**config.mk**
```make
export PLATFORM = sky130hd
export DESIGN_NAME = imem_arbiter_flat
export DESIGN_NICKNAME = d
export VERILOG_FILES = /design/src/rtl/imem_arbiter_if.sv /design/src/rtl/imem_arbiter.sv /design/src/flat_wrapper.sv
export SDC_FILE = /design/constraint.sdc
export NUM_CORES = 1
export LEC_CHECK = 0
export CAP_MARGIN = 20
export CELL_PAD_IN_SITES_DETAIL_PLACEMENT = 0
export CELL_PAD_IN_SITES_GLOBAL_PLACEMENT = 2
export CORE_MARGIN = 3
export CORE_UTILIZATION = 25
export CTS_CLUSTER_DIAMETER = 60
export CTS_CLUSTER_SIZE = 8
export DETAILED_ROUTE_END_ITERATION = 7
export PLACE_DENSITY = 0.81
export SKIP_LAST_GASP = 1
export SLEW_MARGIN = 25
export SYNTH_ARGS = -nofsm -noshare
export SYNTH_HDL_FRONTEND = slang
export SYNTH_SLANG_ARGS = --single-unit
```
**constraint.sdc**
```tcl
create_clock -name clk -period 3.13 [get_ports clk]
set_clock_uncertainty 0.2 [all_clocks]
set_input_delay 0.626 -clock clk [delete_from_list [all_inputs] [get_ports clk]]
set_output_delay 0.626 -clock clk [all_outputs]
set_load 0.01 [all_outputs]
```
**src/rtl/imem_arbiter_if.sv**
```systemverilog
// Bundle between the fetch stage, the loader/debug port, the instruction BRAM and the arbiter.
// The arbiter takes the slave side; the requester/memory environment takes the master side.
interface imem_arbiter_if #(
  parameter int MEM_AW = 15
);
  // fetch requester
  logic              if_req;
  logic [31:0]       if_addr;
  logic              if_gnt;
  logic              if_rvalid;
  logic [31:0]       if_rdata;
  // loader / debug requester
  logic              ld_req;
  logic              ld_we;
  logic [31:0]       ld_addr;
  logic [31:0]       ld_wdata;
  logic              ld_gnt;
  logic              ld_rvalid;
  logic [31:0]       ld_rdata;
  // memory side
  logic              mem_en;
  logic              mem_we;
  logic [MEM_AW-1:0] mem_addr;
  logic [31:0]       mem_wdata;
  logic [31:0]       mem_rdata;
  logic              addr_err;

  modport slave (
    input  if_req, if_addr,
    input  ld_req, ld_we, ld_addr, ld_wdata,
    input  mem_rdata,
    output if_gnt, if_rvalid, if_rdata,
    output ld_gnt, ld_rvalid, ld_rdata,
    output mem_en, mem_we, mem_addr, mem_wdata,
    output addr_err
  );

  modport master (
    output if_req, if_addr,
    output ld_req, ld_we, ld_addr, ld_wdata,
    output mem_rdata,
    input  if_gnt, if_rvalid, if_rdata,
    input  ld_gnt, ld_rvalid, ld_rdata,
    input  mem_en, mem_we, mem_addr, mem_wdata,
    input  addr_err
  );
endinterface

```
**src/rtl/imem_arbiter.sv**
```systemverilog
// Two-requester arbiter for the single-port instruction BRAM: fetch has priority unless the loader
// has been denied MAX_WAIT cycles in a row. Accept -> registered memory drive -> tagged read return (2 cycles).
module imem_arbiter #(
  parameter int DEPTH    = 32000,
  parameter int MEM_AW   = 15,
  parameter int MAX_WAIT = 4
) (
  input  logic          clk,
  input  logic          rst_n,
  imem_arbiter_if.slave bus
);

  localparam int CW = 4;

  // Arbitration and accept-side decode
  logic [CW-1:0] wait_cnt;
  logic          ld_pri;
  logic          if_gnt_c;
  logic          ld_gnt_c;
  logic          acc;
  logic          acc_we;
  logic          acc_err;
  logic          acc_ok;
  logic [31:0]   acc_addr;
  logic [29:0]   acc_word;

  // Stage 1: registered memory drive plus bookkeeping for the return path
  logic              mem_en_q;
  logic              mem_we_q;
  logic [MEM_AW-1:0] mem_addr_q;
  logic [31:0]       mem_wdata_q;
  logic              addr_err_q;
  logic              s1_rd;
  logic              s1_ld;
  logic              s1_err;

  // Stage 2: response routing
  logic          if_rvalid_q;
  logic          ld_rvalid_q;
  logic          s2_err;
  logic [31:0]   rsp_data;
  logic [31:0]   if_rdata_q;
  logic [31:0]   ld_rdata_q;

  always_comb begin
    ld_pri   = (wait_cnt == CW'(MAX_WAIT));
    if_gnt_c = bus.if_req && !(bus.ld_req && ld_pri);
    ld_gnt_c = bus.ld_req && !if_gnt_c;
    acc      = if_gnt_c || ld_gnt_c;
    acc_we   = ld_gnt_c && bus.ld_we;
    acc_addr = ld_gnt_c ? bus.ld_addr : bus.if_addr;
    acc_word = acc_addr[31:2];
    acc_err  = (acc_addr[1:0] != 2'b00) || (acc_word >= 30'(DEPTH));
    acc_ok   = acc && !acc_err;
  end

  // Counts consecutive loader denials; reaching MAX_WAIT flips priority for one grant.
  always_ff @(posedge clk or negedge rst_n) begin
    if (!rst_n) begin
      wait_cnt <= '0;
    end else if (!bus.ld_req || ld_gnt_c) begin
      wait_cnt <= '0;
    end else if (!ld_pri) begin
      wait_cnt <= wait_cnt + CW'(1);
    end
  end

  always_ff @(posedge clk or negedge rst_n) begin
    if (!rst_n) begin
      mem_en_q    <= 1'b0;
      mem_we_q    <= 1'b0;
      mem_addr_q  <= '0;
      mem_wdata_q <= '0;
      addr_err_q  <= 1'b0;
      s1_rd       <= 1'b0;
      s1_ld       <= 1'b0;
      s1_err      <= 1'b0;
    end else begin
      mem_en_q   <= acc_ok;
      mem_we_q   <= acc_ok && acc_we;
      addr_err_q <= acc && acc_err;
      // Bad reads still travel down the pipe so the owner gets a zero response.
      s1_rd      <= acc && !acc_we;
      s1_ld      <= ld_gnt_c;
      s1_err     <= acc_err;
      if (acc_ok) begin
        mem_addr_q <= acc_addr[MEM_AW+1:2];
      end
      if (acc_ok && acc_we) begin
        mem_wdata_q <= bus.ld_wdata;
      end
    end
  end

  always_ff @(posedge clk or negedge rst_n) begin
    if (!rst_n) begin
      if_rvalid_q <= 1'b0;
      ld_rvalid_q <= 1'b0;
      s2_err      <= 1'b0;
    end else begin
      if_rvalid_q <= s1_rd && !s1_ld;
      ld_rvalid_q <= s1_rd && s1_ld;
      s2_err      <= s1_rd && s1_err;
    end
  end

  // BRAM data is only valid during the rvalid cycle, so it is passed through then and latched for holding.
  always_comb begin
    rsp_data = s2_err ? 32'h0 : bus.mem_rdata;
  end

  always_ff @(posedge clk or negedge rst_n) begin
    if (!rst_n) begin
      if_rdata_q <= '0;
      ld_rdata_q <= '0;
    end else begin
      if (if_rvalid_q) begin
        if_rdata_q <= rsp_data;
      end
      if (ld_rvalid_q) begin
        ld_rdata_q <= rsp_data;
      end
    end
  end

  assign bus.if_gnt    = if_gnt_c;
  assign bus.ld_gnt    = ld_gnt_c;
  assign bus.if_rvalid = if_rvalid_q;
  assign bus.ld_rvalid = ld_rvalid_q;
  assign bus.if_rdata  = if_rvalid_q ? rsp_data : if_rdata_q;
  assign bus.ld_rdata  = ld_rvalid_q ? rsp_data : ld_rdata_q;
  assign bus.mem_en    = mem_en_q;
  assign bus.mem_we    = mem_we_q;
  assign bus.mem_addr  = mem_addr_q;
  assign bus.mem_wdata = mem_wdata_q;
  assign bus.addr_err  = addr_err_q;

endmodule

```
**src/flat_wrapper.sv**
```systemverilog
// flat-port wrapper written by rule: the top's interface ports become plain ports
module imem_arbiter_flat 
#(
  parameter int DEPTH    = 32000,
  parameter int MEM_AW   = 15,
  parameter int MAX_WAIT = 4
)
  (clk, rst_n, bus_if_req, bus_if_addr, bus_ld_req, bus_ld_we, bus_ld_addr, bus_ld_wdata, bus_mem_rdata, bus_if_gnt, bus_if_rvalid, bus_if_rdata, bus_ld_gnt, bus_ld_rvalid, bus_ld_rdata, bus_mem_en, bus_mem_we, bus_mem_addr, bus_mem_wdata, bus_addr_err);
  imem_arbiter_if #(.MEM_AW(MEM_AW)) bus_i ();
  input  logic clk;
  input  logic rst_n;
  input wire logic [$bits(bus_i.if_req)-1:0] bus_if_req;
  input wire logic [$bits(bus_i.if_addr)-1:0] bus_if_addr;
  input wire logic [$bits(bus_i.ld_req)-1:0] bus_ld_req;
  input wire logic [$bits(bus_i.ld_we)-1:0] bus_ld_we;
  input wire logic [$bits(bus_i.ld_addr)-1:0] bus_ld_addr;
  input wire logic [$bits(bus_i.ld_wdata)-1:0] bus_ld_wdata;
  input wire logic [$bits(bus_i.mem_rdata)-1:0] bus_mem_rdata;
  output wire logic [$bits(bus_i.if_gnt)-1:0] bus_if_gnt;
  output wire logic [$bits(bus_i.if_rvalid)-1:0] bus_if_rvalid;
  output wire logic [$bits(bus_i.if_rdata)-1:0] bus_if_rdata;
  output wire logic [$bits(bus_i.ld_gnt)-1:0] bus_ld_gnt;
  output wire logic [$bits(bus_i.ld_rvalid)-1:0] bus_ld_rvalid;
  output wire logic [$bits(bus_i.ld_rdata)-1:0] bus_ld_rdata;
  output wire logic [$bits(bus_i.mem_en)-1:0] bus_mem_en;
  output wire logic [$bits(bus_i.mem_we)-1:0] bus_mem_we;
  output wire logic [$bits(bus_i.mem_addr)-1:0] bus_mem_addr;
  output wire logic [$bits(bus_i.mem_wdata)-1:0] bus_mem_wdata;
  output wire logic [$bits(bus_i.addr_err)-1:0] bus_addr_err;
  assign bus_i.if_req = bus_if_req;
  assign bus_i.if_addr = bus_if_addr;
  assign bus_i.ld_req = bus_ld_req;
  assign bus_i.ld_we = bus_ld_we;
  assign bus_i.ld_addr = bus_ld_addr;
  assign bus_i.ld_wdata = bus_ld_wdata;
  assign bus_i.mem_rdata = bus_mem_rdata;
  assign bus_if_gnt = bus_i.if_gnt;
  assign bus_if_rvalid = bus_i.if_rvalid;
  assign bus_if_rdata = bus_i.if_rdata;
  assign bus_ld_gnt = bus_i.ld_gnt;
  assign bus_ld_rvalid = bus_i.ld_rvalid;
  assign bus_ld_rdata = bus_i.ld_rdata;
  assign bus_mem_en = bus_i.mem_en;
  assign bus_mem_we = bus_i.mem_we;
  assign bus_mem_addr = bus_i.mem_addr;
  assign bus_mem_wdata = bus_i.mem_wdata;
  assign bus_addr_err = bus_i.addr_err;
  imem_arbiter #(.DEPTH(DEPTH), .MEM_AW(MEM_AW), .MAX_WAIT(MAX_WAIT)) u_core (.clk(clk), .rst_n(rst_n), .bus(bus_i));
endmodule
```
Yosys cells after proc, flatten, opt, wreduce, memory -nomap -nowiden
Cells that the tools add are included.
{ "totals": {"wordCells": 45, "out_inout_bits": 118, "regBits": 124} }
{ "op_classes": {"muxes": 6, "addsub": 1, "n_reduce_logical": 21, "n_eq_ne": 2, "n_lt_le_gt_ge": 1} }
{ "op_table": {"columns": ["cell", "count"], "rows": [
  ["$mux 32", 4],
  ["$ge 30x15->1 const B", 1],
  ["$logic_and 1x1->1", 11],
  ["$mux 4", 2],
  ["$logic_not 1->1", 6],
  ["$add 4x1->4 const B", 1],
  ["$eq 4x3->1 const B", 1],
  ["$logic_or 1x1->1", 3],
  ["$ne 2x2->1 const B", 1],
  ["$reduce_bool 2->1", 1]
]} }

Longest topological paths before layout
{ "logic_depth": {"ltp_word": 12, "depth_mapped": 9, "ltp_nobuf": 8} }

Least setup slack after synthesis
No wires, ideal clock.
{ "synth_path": {"kind": "input -> register", "startpoint": "in bus_ld_addr[25]", "endpoint": "reg u_core.mem_addr_q[10] (netlist: u_core.bus.mem_addr[10])", "setup_ns": 0.125, "arrival_time_ns": 2.449, "stages": 6, "path_buffers": 1, "setup_slack_ns": 0.356, "path_cell_list": "or4_4 nor3_2 or4b_4 a21oi_4 buf_12 mux2_4"} }
{ "synth_via": {"elab_chain_len": 5} }
{ "synth_lines": {"columns": ["item", "line_no", "source"], "rows": [
  ["start: declaration", "flat_wrapper.sv:16", "input wire logic [$bits(bus_i.ld_addr)-1:0] bus_ld_addr;"],
  ["$mux 32", "imem_arbiter.sv:51", "acc_addr = ld_gnt_c ? bus.ld_addr : bus.if_addr;"],
  ["$ge 30x15->1", "imem_arbiter.sv:53", "acc_err = (acc_addr[1:0] != 2'b00) || (acc_word >= 30'(DEPTH));"],
  ["$logic_or 1x1->1", "imem_arbiter.sv:53", null],
  ["$logic_not 1->1", "imem_arbiter.sv:54", "acc_ok = acc && !acc_err;"],
  ["$logic_and 1x1->1", "imem_arbiter.sv:54", null],
  ["named net u_core.acc_ok", "imem_arbiter.sv:23", "logic acc_ok;"],
  ["end signal: assignment", "imem_arbiter.sv:87", "mem_addr_q <= acc_addr[MEM_AW+1:2];"],
  ["end: declaration", "imem_arbiter.sv:30", "logic [MEM_AW-1:0] mem_addr_q;"]
]} }
The timed path passes the listed nets, and every way through them passes these cells.
A chain may end at the register's enable or synchronous reset.

Worst setup path in the final report
{ "layout_path": {"startpoint": "in bus_ld_req", "endpoint": "out bus_ld_gnt"} }
{ "layout_via": {"elab_chain_len": 5} }
{ "layout_lines": {"columns": ["item", "line_no", "source"], "rows": [
  ["start: declaration", "flat_wrapper.sv:14", "input wire logic [$bits(bus_i.ld_req)-1:0] bus_ld_req;"],
  ["$logic_and 1x1->1", "imem_arbiter.sv:47", "if_gnt_c = bus.if_req && !(bus.ld_req && ld_pri);"],
  ["$logic_not 1->1", "imem_arbiter.sv:47", null],
  ["$logic_and 1x1->1", "imem_arbiter.sv:47", null],
  ["$logic_not 1->1", "imem_arbiter.sv:48", "ld_gnt_c = bus.ld_req && !if_gnt_c;"],
  ["$logic_and 1x1->1 *", "imem_arbiter.sv:48", null],
  ["end: declaration", "flat_wrapper.sv:22", "output wire logic [$bits(bus_i.ld_gnt)-1:0] bus_ld_gnt;"]
]} }
Every way passes the cells marked *; elsewhere a longest branch is shown, timed or not.

==> flow_summary_export.csv <==
group,metric,value,unit
min_path,hp-class,"input pin to async pin",
setup_path,worstSetupPathType,"input pin to output port",
die,die_y,150,µm
drt,vias,3836,
logic_synthesis,synth_nets,499,
sta,finalHoldViolCount,0,
pwr,power_leakage,3.81,nW
place,place_congestion,0.841,
setup_path,crit_path_max_fanout,10,
die,die-area,22400,µm²
sta,fin_crit_sh,93.5,%
sta,max-slew-margin-rel,54.5,%
logic_synthesis,yosysWarnings,0,
cells_and_area,n_fill_cell,1820,
pwr,peakVddDrop,0.330,mV
setup_path,cp-start-kind,"input pin",
clocking,cts_hold_buf,0,
setup_path,cp-end-kind,"output port",
logic_synthesis,avgSynthCellArea,14.2,µm²
setup_path,slowest_delay,0.57,ns
setup_path,crit_chain,"clkdlybuf4s50_1 -> inv_1 -> a21o_1 -> inv_2 -> clkdlybuf4s50_1",
clocking,tritoncts,"yes",
die,chipWidth,150,µm
drt,antenna_left,0,
logic_synthesis,netlist_area,5160,µm²
drt,dr.pass1.iters,4,
logic_synthesis,synth_seq_cells,124,
drt,post-route-drc-count,0,
drt,first_iter_violations,95,
clocking,insertion_delay,0.39,ns
logic_synthesis,synth.most_common_cell,"dfrtp_1",
sta,rsz0062_at_grt,"no",
clocking,cts_max_path_buffers,2,
sta,clock.fmax,342,MHz
logic_synthesis,synthCells,364,
clocking,cts-root-buf,"clkbuf_16",
setup_path,crit_cells,5,
cells_and_area,syn_to_final_growth,67.3,%
pwr,p_per_area,514,nW/µm²
global_routing,gr-total-overflow,0,
setup_path,cpLargestDelayFamily,"buffers and inverters",
logic_synthesis,ys_seq_area_share,60.2,%
place,io_buffers,250,
place,dp_cells,874,
logic_synthesis,ys_async_sr_fraction,100,%
die,initial_core_util,26.0,%
setup_path,cpMostUsedCell,"clkdlybuf4s50_1",
logic_synthesis,ys.flop_type,"dfrtp_1",
global_routing,gr-usage-all-layers,13.5,%
sta,worst_pin_slew,0.682,ns
setup_path,reg2regPathDepth,9,
setup_path,cp.arrival,2.10,ns
logic_synthesis,yosys-top-cells-count,"dfrtp_1 (124), mux2_2 (109), nor2b_1 (34)",
logic_synthesis,synth_cell_types,32,
clocking,cts_max_level,4,
die,ioPinCount,251,
global_routing,antenna_found_initial,0,
setup_path,path_buf_inv,4,
drt,wl_per_cell,16.7,µm
cells_and_area,layout-drive-gt1-share,26.1,%
cells_and_area,nets,763,
setup_path,crit_slowest_cell,"clkdlybuf4s50_1",
die,rows,51,
global_routing,grt_pass1_vias,4346,
clocking,path_clk_slew,0.05,ns
clocking,cts_made_buffers,17,
sta,setup_viol,0,
status,status,"finished, final reports clean",
global_routing,grt_pass1_wl,23.2,mm
drt,avgViaCountPerCell,4.24,
global_routing,grt_max_degree,125,
sta,maxSlewViolCount,0,
logic_synthesis,synth-edff-count,0,
sta,fin_crit,2.93,ns
drt,routed_wirelength,15.1,mm
logic_synthesis,synthTopCellsByArea,"dfrtp_1 (60%), mux2_2 (24%), nor2b_1 (4.1%)",
place,post-dp-hpwl,11.1,mm
cells_and_area,antenna_cells,0,
logic_synthesis,yosys.area.top_type,"dfrtp_1",
cells_and_area,fin_cells,905,
setup_path,cp_data_required_time,2.30,ns
sta,hold_ws,0.119,ns
die,core_area,19800,µm²
clocking,clock_sinks,124,
pwr,power,4.44,mW
run,cap_viol_max_count,0,
logic_synthesis,synth_top_cell_area_share,60.2,%
where the power goes:
| group | total, mW | internal (mW) | switching [mW] |
|---|---|---|---|
| logic | 0.775 | 0.470 | 0.305 |
| clock network | 1.92 | 1.25 | 0.670 |
| registers | 1.75 | 1.72 | 0.0306 |
| total | 4.44 | 3.43 | 1.01 |
logic make-up after synthesis:
| family | Yosys count | synth area share (%) |
|---|---|---|
| mux | 118 | 26.4 |
| buf+inv | 22 | 2.01 |
| fa+ha+maj | 2 | 0.485 |
| flops | 124 | 60.2 |
| xor+xnor | 2 | 0.340 |
| simple gates | 92 | 9.92 |
| compound gates | 4 | 0.679 |
layout make-up:
type / count / area, µm² / share of cell area [%]
inverters: 4 / 15.0 / 0.174
multi-input cells: 218 / 1950 / 22.6
repair buffers: 263 / 2650 / 30.7
flip-flops and latches: 124 / 3100 / 36.0
clock buffers: 24 / 492 / 5.70
well taps: 265 / 332 / 3.84
clock inverters: 7 / 87.6 / 1.01
state kept, by name (all words and copies together) (netlist names), 4 cells and up:
register              cells
u_core.bus.mem_addr      15
u_core.bus.mem_wdata     32
u_core.if_rdata_q        32
u_core.ld_rdata_q        32
u_core.wait_cnt           4
metal layers:
layer / up-vias / share of wire, % / GRT usage (%)
met5: - / 0 / 0
met4: 0 / 1.6 / 3.71
met3: 14 / 8.0 / 5.54
met2: 166 / 52 / 24.0
met1: 1875 / 39 / 14.9
li1: 1781 / - / -
placed cells by master, fill, tap and decap left out, types with 3 or more instances in the layout:
cell type,instances
clkinv_2,4
clkbuf_1,3
inv_1,3
dfrtp_1,124
buf_12,4
clkbuf_16,17
buf_4,10
clkdlybuf4s50_1,248
mux2_4,9
nand2_1,26
nor2_1,8
nor2b_1,34
mux2_2,109
clkbuf_8,4
nor4_1,5
nand3_1,3
per-stage QoR:
step	instance area (µm²)	util, %	setup slack (ns)	setup TNS, ns
after floorplan	5160	-	0.356	0
after global placement	8050	40.6	-0.106	-1.25
after detailed placement	8050	40.6	-0.129	-1.55
after CTS	8630	43.5	0.101	0
after global routing	8630	43.5	0.0656	0
final	8630	43.5	0.203	0
path summary, 6_finish.rpt:
kind,startpoint,end,slack [ns]
worst max-delay path,bus_ld_req,bus_ld_gnt,0.20
worst min-delay path,rst_n,u_core.bus.mem_wdata[19],0.12
worst max register to register,u_core.wait_cnt[0],u_core.bus.mem_addr[14],0.46
worst min register to register,u_core.s1_ld,u_core.bus.if_rvalid,0.21
max in group asynchronous,rst_n,u_core.ld_rdata_q[14],2.08
min in group clk,u_core.s1_ld,u_core.bus.if_rvalid,0.21
repair_timing:
action,in CTS,in global routing
setup buffers,0,0
gates resized for setup,0,1
endpoints found under the setup margin,0,1
(Power assumes the default switching activity.)
